==> src/rtl/cmd_dispatcher.sv <==
// cmd_dispatcher: queues host commands and issues them one at a time to the
// controller, tracking completion, timeouts and a finished-command count.
module cmd_dispatcher #(
    parameter int ADDR_WIDTH     = 10,
    parameter int BIG_N          = 30,
    parameter int FIFO_DEPTH     = 4,
    parameter int PTR_WIDTH      = 2,
    parameter int TIMEOUT_CYCLES = 255
) (
    input  logic                  clk,
    input  logic                  rst_n,
    input  logic                  cmd_valid,
    output logic                  cmd_ready,
    input  logic [1:0]            cmd_opcode,
    input  logic [ADDR_WIDTH-1:0] cmd_op1_addr,
    input  logic [ADDR_WIDTH-1:0] cmd_op2_addr,
    input  logic [ADDR_WIDTH-1:0] cmd_out_addr,
    input  logic [BIG_N-1:0]      cmd_noise,
    input  logic                  ctrl_done,
    output logic                  config_en,
    output logic [1:0]            opcode,
    output logic [ADDR_WIDTH-1:0] op1_base_addr,
    output logic [ADDR_WIDTH-1:0] op2_base_addr,
    output logic [ADDR_WIDTH-1:0] out_base_addr,
    output logic [BIG_N-1:0]      noise,
    output logic                  busy,
    output logic [PTR_WIDTH:0]    cmd_count,
    output logic                  op_complete,
    output logic [7:0]            done_count,
    output logic                  error
);

    localparam int TW = $clog2(TIMEOUT_CYCLES + 1);
    localparam logic [PTR_WIDTH:0] DEPTH = (PTR_WIDTH + 1)'(FIFO_DEPTH);
    localparam logic [TW-1:0] TMAX = TW'(TIMEOUT_CYCLES);

    typedef struct packed {
        logic [1:0]            op;
        logic [ADDR_WIDTH-1:0] a1;
        logic [ADDR_WIDTH-1:0] a2;
        logic [ADDR_WIDTH-1:0] ao;
        logic [BIG_N-1:0]      nz;
    } entry_t;

    typedef enum logic [2:0] {
        IDLE,
        ISSUE,
        ARM,
        WAIT,
        COMPLETE
    } state_t;

    state_t               state;
    state_t               state_nx;
    entry_t               mem [FIFO_DEPTH];
    logic [PTR_WIDTH-1:0] wr_ptr;
    logic [PTR_WIDTH-1:0] rd_ptr;
    logic [TW-1:0]        tmo_cnt;
    logic                 push;
    logic                 pop;
    logic                 tmo_clr;
    logic                 tmo_inc;
    logic                 tmo_hit;
    logic                 err_set;
    logic                 done_inc;

    // Ready comes from the registered count only, so a pop never frees a
    // slot for a push in the same cycle.
    assign cmd_ready = cmd_count < DEPTH;
    assign push      = cmd_valid && cmd_ready;
    assign busy      = state != IDLE;
    assign tmo_hit   = (tmo_cnt + TW'(1)) == TMAX;

    always_comb begin
        state_nx    = state;
        pop         = 1'b0;
        config_en   = 1'b0;
        op_complete = 1'b0;
        tmo_clr     = 1'b0;
        tmo_inc     = 1'b0;
        err_set     = 1'b0;
        done_inc    = 1'b0;
        unique case (state)
            IDLE: begin
                if (cmd_count != '0) begin
                    pop      = 1'b1;
                    state_nx = ISSUE;
                end
            end
            ISSUE: begin
                config_en = 1'b1;
                state_nx  = ARM;
            end
            // ctrl_done may still be high from the previous command here
            ARM: begin
                tmo_clr  = 1'b1;
                state_nx = WAIT;
            end
            WAIT: begin
                if (ctrl_done) begin
                    state_nx = COMPLETE;
                end else if (tmo_hit) begin
                    err_set  = 1'b1;
                    state_nx = IDLE;
                end else begin
                    tmo_inc = 1'b1;
                end
            end
            COMPLETE: begin
                op_complete = 1'b1;
                done_inc    = 1'b1;
                state_nx    = IDLE;
            end
            default: state_nx = IDLE;
        endcase
    end

    always_ff @(posedge clk or negedge rst_n) begin
        if (!rst_n) begin
            state         <= IDLE;
            wr_ptr        <= '0;
            rd_ptr        <= '0;
            cmd_count     <= '0;
            tmo_cnt       <= '0;
            done_count    <= '0;
            error         <= 1'b0;
            opcode        <= '0;
            op1_base_addr <= '0;
            op2_base_addr <= '0;
            out_base_addr <= '0;
            noise         <= '0;
        end else begin
            state <= state_nx;
            if (push) begin
                wr_ptr <= wr_ptr + PTR_WIDTH'(1);
            end
            if (pop) begin
                rd_ptr <= rd_ptr + PTR_WIDTH'(1);
                {opcode, op1_base_addr, op2_base_addr,
                 out_base_addr, noise} <= mem[rd_ptr];
            end
            if (push && !pop) begin
                cmd_count <= cmd_count + (PTR_WIDTH + 1)'(1);
            end else if (pop && !push) begin
                cmd_count <= cmd_count - (PTR_WIDTH + 1)'(1);
            end
            if (tmo_clr) begin
                tmo_cnt <= '0;
            end else if (tmo_inc) begin
                tmo_cnt <= tmo_cnt + TW'(1);
            end
            if (err_set) begin
                error <= 1'b1;
            end
            if (done_inc) begin
                done_count <= done_count + 8'd1;
            end
        end
    end

    always_ff @(posedge clk) begin
        if (push) begin
            mem[wr_ptr] <= {cmd_opcode, cmd_op1_addr, cmd_op2_addr,
                            cmd_out_addr, cmd_noise};
        end
    end

endmodule

==> config.mk <==
export PLATFORM = sky130hd
export DESIGN_NAME = cmd_dispatcher
export DESIGN_NICKNAME = d
export VERILOG_FILES = /design/src/rtl/cmd_dispatcher.sv
export SDC_FILE = /design/constraint.sdc
export NUM_CORES = 1
export LEC_CHECK = 0
export CORE_MARGIN = 5
export CORE_UTILIZATION = 56
export DETAILED_ROUTE_END_ITERATION = 7
export PLACE_DENSITY = 0.8
export SYNTH_ARGS = -nofsm -noshare
export SYNTH_HDL_FRONTEND = slang
export SYNTH_SLANG_ARGS = --single-unit
==> constraint.sdc <==
create_clock -name clk -period 3.1 [get_ports clk]
set_clock_uncertainty 0.2 [all_clocks]
set_input_delay 0.31 -clock clk [delete_from_list [all_inputs] [get_ports clk]]
set_output_delay 0.31 -clock clk [all_outputs]
set_load 0.005 [all_outputs]
Yosys cells after proc, flatten, opt, wreduce, memory -nomap -nowiden
Memories as Yosys holds them, arrays and structs flattened. A register that Yosys moved wholly into a read port is not among the register bits.
Index checks and enable logic that the tools add are counted.

word-level totals
  bits in read-only memories = 0
  bits in registers = 27
  memories = 1
  memory bits (writable) = 248
  latch bits = 0
  logic and storage cells = 55

operators by class
  bitwise logic cells = 0
  add/subtract/negate cells = 6
  reductions and logical operators = 12
  multipliers = 0
  multiplexer cells = 21
  equality and inequality tests = 7
  shift operators = 0
  order comparisons = 1
  divide/modulo/power cells = 0

memories
  name  words  width  read ports  clocked after memory_dff  write ports  RTL line  text
  mem   4      62     1           1                         1            55        entry_t mem [FIFO_DEPTH];

operators with widths
  operator                                             number
  adder 8 x 1 -> 8 bit, second input constant          2
  two-way mux 8 bit                                    2
  two-way mux 3 bit                                    5
  two-way mux 1 bit                                    13
  one-hot mux 3 bit (4 select lines)                   1
  equality test 8 bit, second input constant           1
  equality test 3 x 2 -> 1 bit, second input constant  2
  nonzero test 3 bit                                   2
  adder 2 x 1 -> 2 bit, second input constant          2
  nonzero test 2 bit                                   2
  adder 3 x 1 -> 3 bit, second input constant          1
  equality test 3 x 1 -> 1 bit, second input constant  1
  equality test 3 bit, second input constant           1
  logical AND 1 bit                                    3
  zero test 1 bit                                      3
  zero test 3 bit                                      1
  < comparator 3 bit, second input constant            1
  != test 3 bit, second input constant                 1
  subtractor 3 x 1 -> 3 bit, second input constant     1
  != test 2 bit, second input constant                 1
  AND reduction 2 bit                                  1

Longest topological paths before layout
  depth after elaboration = 7
  gate-level depth with buffers = 12
  mapped depth without buffers = 10

Worst setup path before layout
No wires, ideal clock.

  path type = register to register
  from = register cmd_count[2]
  to = memory mem[0][0] (netlist bit), enable pin
  clock period less this slack = 2.861 ns
  path buffers = 1
  library setup time = 0.426 ns
  slack = 0.239 ns
  arrival = 2.235 ns
  stages on the path, launching flop included = 4
  required time = 2.474 ns
  cells stage by stage = dfrtp_1 nor2b_1 clkbuf_1 and2_1

on the way
  cells in the longest elaborated chain, start to end = 4

ends and longest elaborated chain
  what                                     RTL line  text
  start: declaration                       27        output logic [PTR_WIDTH:0] cmd_count,
  start signal: assignment                 143       cmd_count <= cmd_count + (PTR_WIDTH + 1)'(1);
  start signal: assignment                 145       cmd_count <= cmd_count - (PTR_WIDTH + 1)'(1);
  < comparator 3 bit                       69        assign cmd_ready = cmd_count < DEPTH;
  logical AND 1 bit                        70        assign push = cmd_valid && cmd_ready;
  via push                                 59        logic push;
  two-way mux 1 bit                        162       if (push) begin
  two-way mux 1 bit (implied by the code)  163       mem[wr_ptr] <= {cmd_opcode, cmd_op1_addr, cmd_op2_addr,
  end: declaration                         55

The timed path passes the listed nets, and every way through them passes these cells.

Final worst setup path
  from = register tmo_cnt[1]
  to = register tmo_cnt[3]

on the way
  cells in the longest elaborated chain, start to end = 6

ends and longest elaborated chain
  what                                 RTL line  text
  start: declaration                   58        logic [TW-1:0] tmo_cnt;
  start signal: assignment             150       tmo_cnt <= tmo_cnt + TW'(1);
  adder 8 x 1 -> 8 bit *               72, 150
  equality test 8 bit                  72        assign tmo_hit = (tmo_cnt + TW'(1)) == TMAX;
  two-way mux 1 bit                    102       end else if (tmo_hit) begin
  two-way mux 1 bit                    100       if (ctrl_done) begin
  two-way mux 1 bit                    83        unique case (state)
  nonzero test 2 bit (no source line)  --

Every way passes the cells marked *; elsewhere a longest branch is shown, timed or not. The select of a mux whose other input is x is not followed.
A chain may end at the register's enable or synchronous reset.

==> results.yml <==
worst_hold_path:
  hp-class: "in -> async"
worst_setup_path:
  reg2reg_depth: 7
  cp-start-kind: "flip-flop"
  worstPathRequired_ns: 3.33
  cp-end-kind: "flip-flop"
  r2r_start: "tmo_cnt[1]$_DFFE_PN0P_"
  critPathArrivalTime_ns: 3.01
  crit_type: "reg -> reg"
  worstSetupStartpoint: "tmo_cnt[1]$_DFFE_PN0P_"
  slowest_stage: "a21oi_1"
  crit_path_max_fanout: 6
  critPathMaxStageDelay_ns: 0.45
  reg2reg_to: "tmo_cnt[3]$_DFFE_PN0P_"
  r2r_slack_ns: 0.32
  path_cells: "ha_1 > nand3_1 > or3_1 > a211oi_2 > a311oi_4 > a21oi_1 > a221o_1"
  setup.worst_path.end: "tmo_cnt[3]$_DFFE_PN0P_"
place:
  postPlaceCellArea_um2: 14500
  place_hpwl_mm: 14.8
  portBuffers: 143
  gp_congestion: 0.746
detailed_routing:
  dr.pass1.iters: 5
  vias_per_cell: 5.72
  ant_nets: 0
  wl_per_cell_um: 22.6
  vias: 6104
  drc: 0
  wl_mm: 24.2
  first_iter_violations: 417
layout:
  fin_util_pct: 71.4
  n_fill_cell: 1284
  diodes: 0
  synthToLayoutAreaGrowth_pct: 24.6
  fin_nets: 836
  final_layout_size_suffix_gt1_share_pct: 26.6
  stdcell_area_um2: 15700
global_routing:
  grt_pass1_wl_mm: 38.4
  grt_max_degree: 65
  grt_pass1_vias: 6750
  grt-ovfl-total: 0
  antenna_found_initial: 2
  grt_usage_pct: 19.3
sta:
  max_clock_freq_ghz: 0.360
  min_period_ns: 2.78
  setup_viol: 0
  worst_pin_slew_ns: 0.738
  period_share_pct: 89.6
  rsz0062_at_grt: "no"
  hold_viol: 0
  relSlewSlack_pct: 50.7
  slew_violations: 0
synthesis:
  seq_area_frac_synth_pct: 76.9
  yosys-top-cells-count: "edfxtp_1 (248), dfrtp_1 (89), mux2_2 (65)"
  syn_nets: 660
  synth.top_cells.by_area: "edfxtp_1 (59%), dfrtp_1 (18%), mux4_2 (11%)"
  synth.distinct_cells: 39
  synthArstFlopShare_pct: 26.4
  yosysTopAreaCell: "edfxtp_1"
  synth_most_common_cell: "edfxtp_1"
  syn_area_per_cell_um2: 21.5
  synth_flop_cell: "edfxtp_1"
  syn_inst: 585
  yosysWarnings: 0
  synth-seq-cells: 337
  synth_top_area_share_pct: 59.2
  synth_edf_count: 248
  syn-cell-area_um2: 12600
flow_run:
  maxCapViolCount: 0
floorplanning:
  rows: 54
  core_um2: 22000
  die_area_um2: 25600
  die-height_um: 160
  start_util_pct: 57.3
  die_w_um: 160
  num_io_pins: 144
cts:
  numCtsBuffers: 35
  cts.path.max_buffers: 3
  clkSinkCount: 337
  clk_latency_ns: 0.51
  htree_levels: 2
  root_buffer: "clkbuf_16"
  path_clk_slew_ns: 0.06
  cts_tree: "built"
power_and_ir_drop:
  leakagePower_nw: 5.56
  p_per_area_nw_per_um2: 949
  irDropWorstVdd_v: 0.000601
run_status:
  status: "finished clean"
critical path, delay by kind of cell, from the launching register on:
family / cells / cell delay (ns)
AO/OA/AOI/OAI: 4 / 1.31
adder cells (fa/ha/maj): 1 / 0.23
flip-flops: 1 / 0.44
AND/OR/NAND/NOR: 2 / 0.53
final cells by class:
| class | instances | area, um^2 | area share, % |
|---|---|---|---|
| clock buffer | 50 | 1020 | 6.53 |
| timing repair buffer | 162 | 1670 | 10.7 |
| multi-input combinational | 217 | 2810 | 17.9 |
| sequential | 337 | 9680 | 61.8 |
| inverter | 8 | 30.0 | 0.192 |
| clock inverter | 14 | 113 | 0.718 |
| tap | 280 | 350 | 2.23 |
metrics by stage:
step	setup TNS [ns]	cells	hold WS, ns	setup slack [ns]	total power, mW
finish	0	1068	0.145	0.323	14.9
global route	0	1068	0.213	0.132	15.6
CTS	0	1066	0.153	0.0743	15.1
detailed placement	-1.49	1001	0.150	-0.385	11.0
global placement	0	1001	0.138	0.130	10.8
floorplan	0	585	-0.186	0.239	8.95
logic make-up after synthesis:
| logic type | Yosys count | share of synthesized area (%) |
|---|---|---|
| adders and majority gates | 9 | 0.955 |
| and+or+nand+nor | 47 | 1.92 |
| muxes | 128 | 17.0 |
| DFF | 337 | 76.9 |
| buffers and inverters | 31 | 1.06 |
| xor gates and xnor gates | 15 | 1.04 |
| AOI/OAI and AO/OA | 18 | 1.10 |
repair_timing:
item                       in CTS  in global routing
hold endpoints to repair       39                  0
pin swaps                       0                  1
setup buffers                   0                  2
setup endpoints to repair       6                  5
resized for setup               1                  1
hold buffers                    1                  0
power by group:
group	internal, mW	total, mW	leakage, nW	switching (mW)
registers	5.90	6.54	3.33	0.642
logic	2.61	4.31	1.66	1.69
clock network	2.40	4.04	0.566	1.64
total	10.9	14.9	5.56	3.97
cell usage in the layout, fill, tap and decap left out, drive strengths merged, types with 2 or more instances in the layout:
master	count
mux4	62
nand3	5
nor3	2
ha	8
edfxtp	248
clkdlybuf4s50	142
xor2	8
a21oi	3
inv	10
dfrtp	89
clkbuf	50
nor2b	6
mux2	65
and3	4
o21ai	3
and2	4
nand2	10
xnor2	7
clkinv	11
buf	19
a21o	2
a221o	2
nor2	10
registers in the layout (all words and copies together), names as in the netlist:
register / flops
state: 3
opcode: 2
wr_ptr: 2
out_base_addr: 10
mem: 248
op2_base_addr: 10
op1_base_addr: 10
tmo_cnt: 8
rd_ptr: 2
noise: 30
cmd_count: 3
error: 1
done_count: 8
worst min-delay path by stage:
stage / from / endpoint / slack [ns] / cells past startpoint
floorplan: rst_n / cmd_count[0]$_DFFE_PN0P_ / -0.19 / 0
CTS: rst_n / op1_base_addr[6]$_DFFE_PN0P_ / 0.15 / 2
detailed placement: rst_n / noise[9]$_DFFE_PN0P_ / 0.15 / 1
finish: rst_n / op1_base_addr[6]$_DFFE_PN0P_ / 0.15 / 2
global route: rst_n / noise[10]$_DFFE_PN0P_ / 0.21 / 2
global placement: rst_n / noise[13]$_DFFE_PN0P_ / 0.14 / 1
metal layers:
layer	track usage, %	vias to the layer above	wire [um]
li1	-	2690	-
met1	25.0	3161	9540
met2	33.3	206	12700
met3	4.64	43	1510
met4	4.69	4	401
met5	0	-	32
Power figures use the tool's default switching activity.
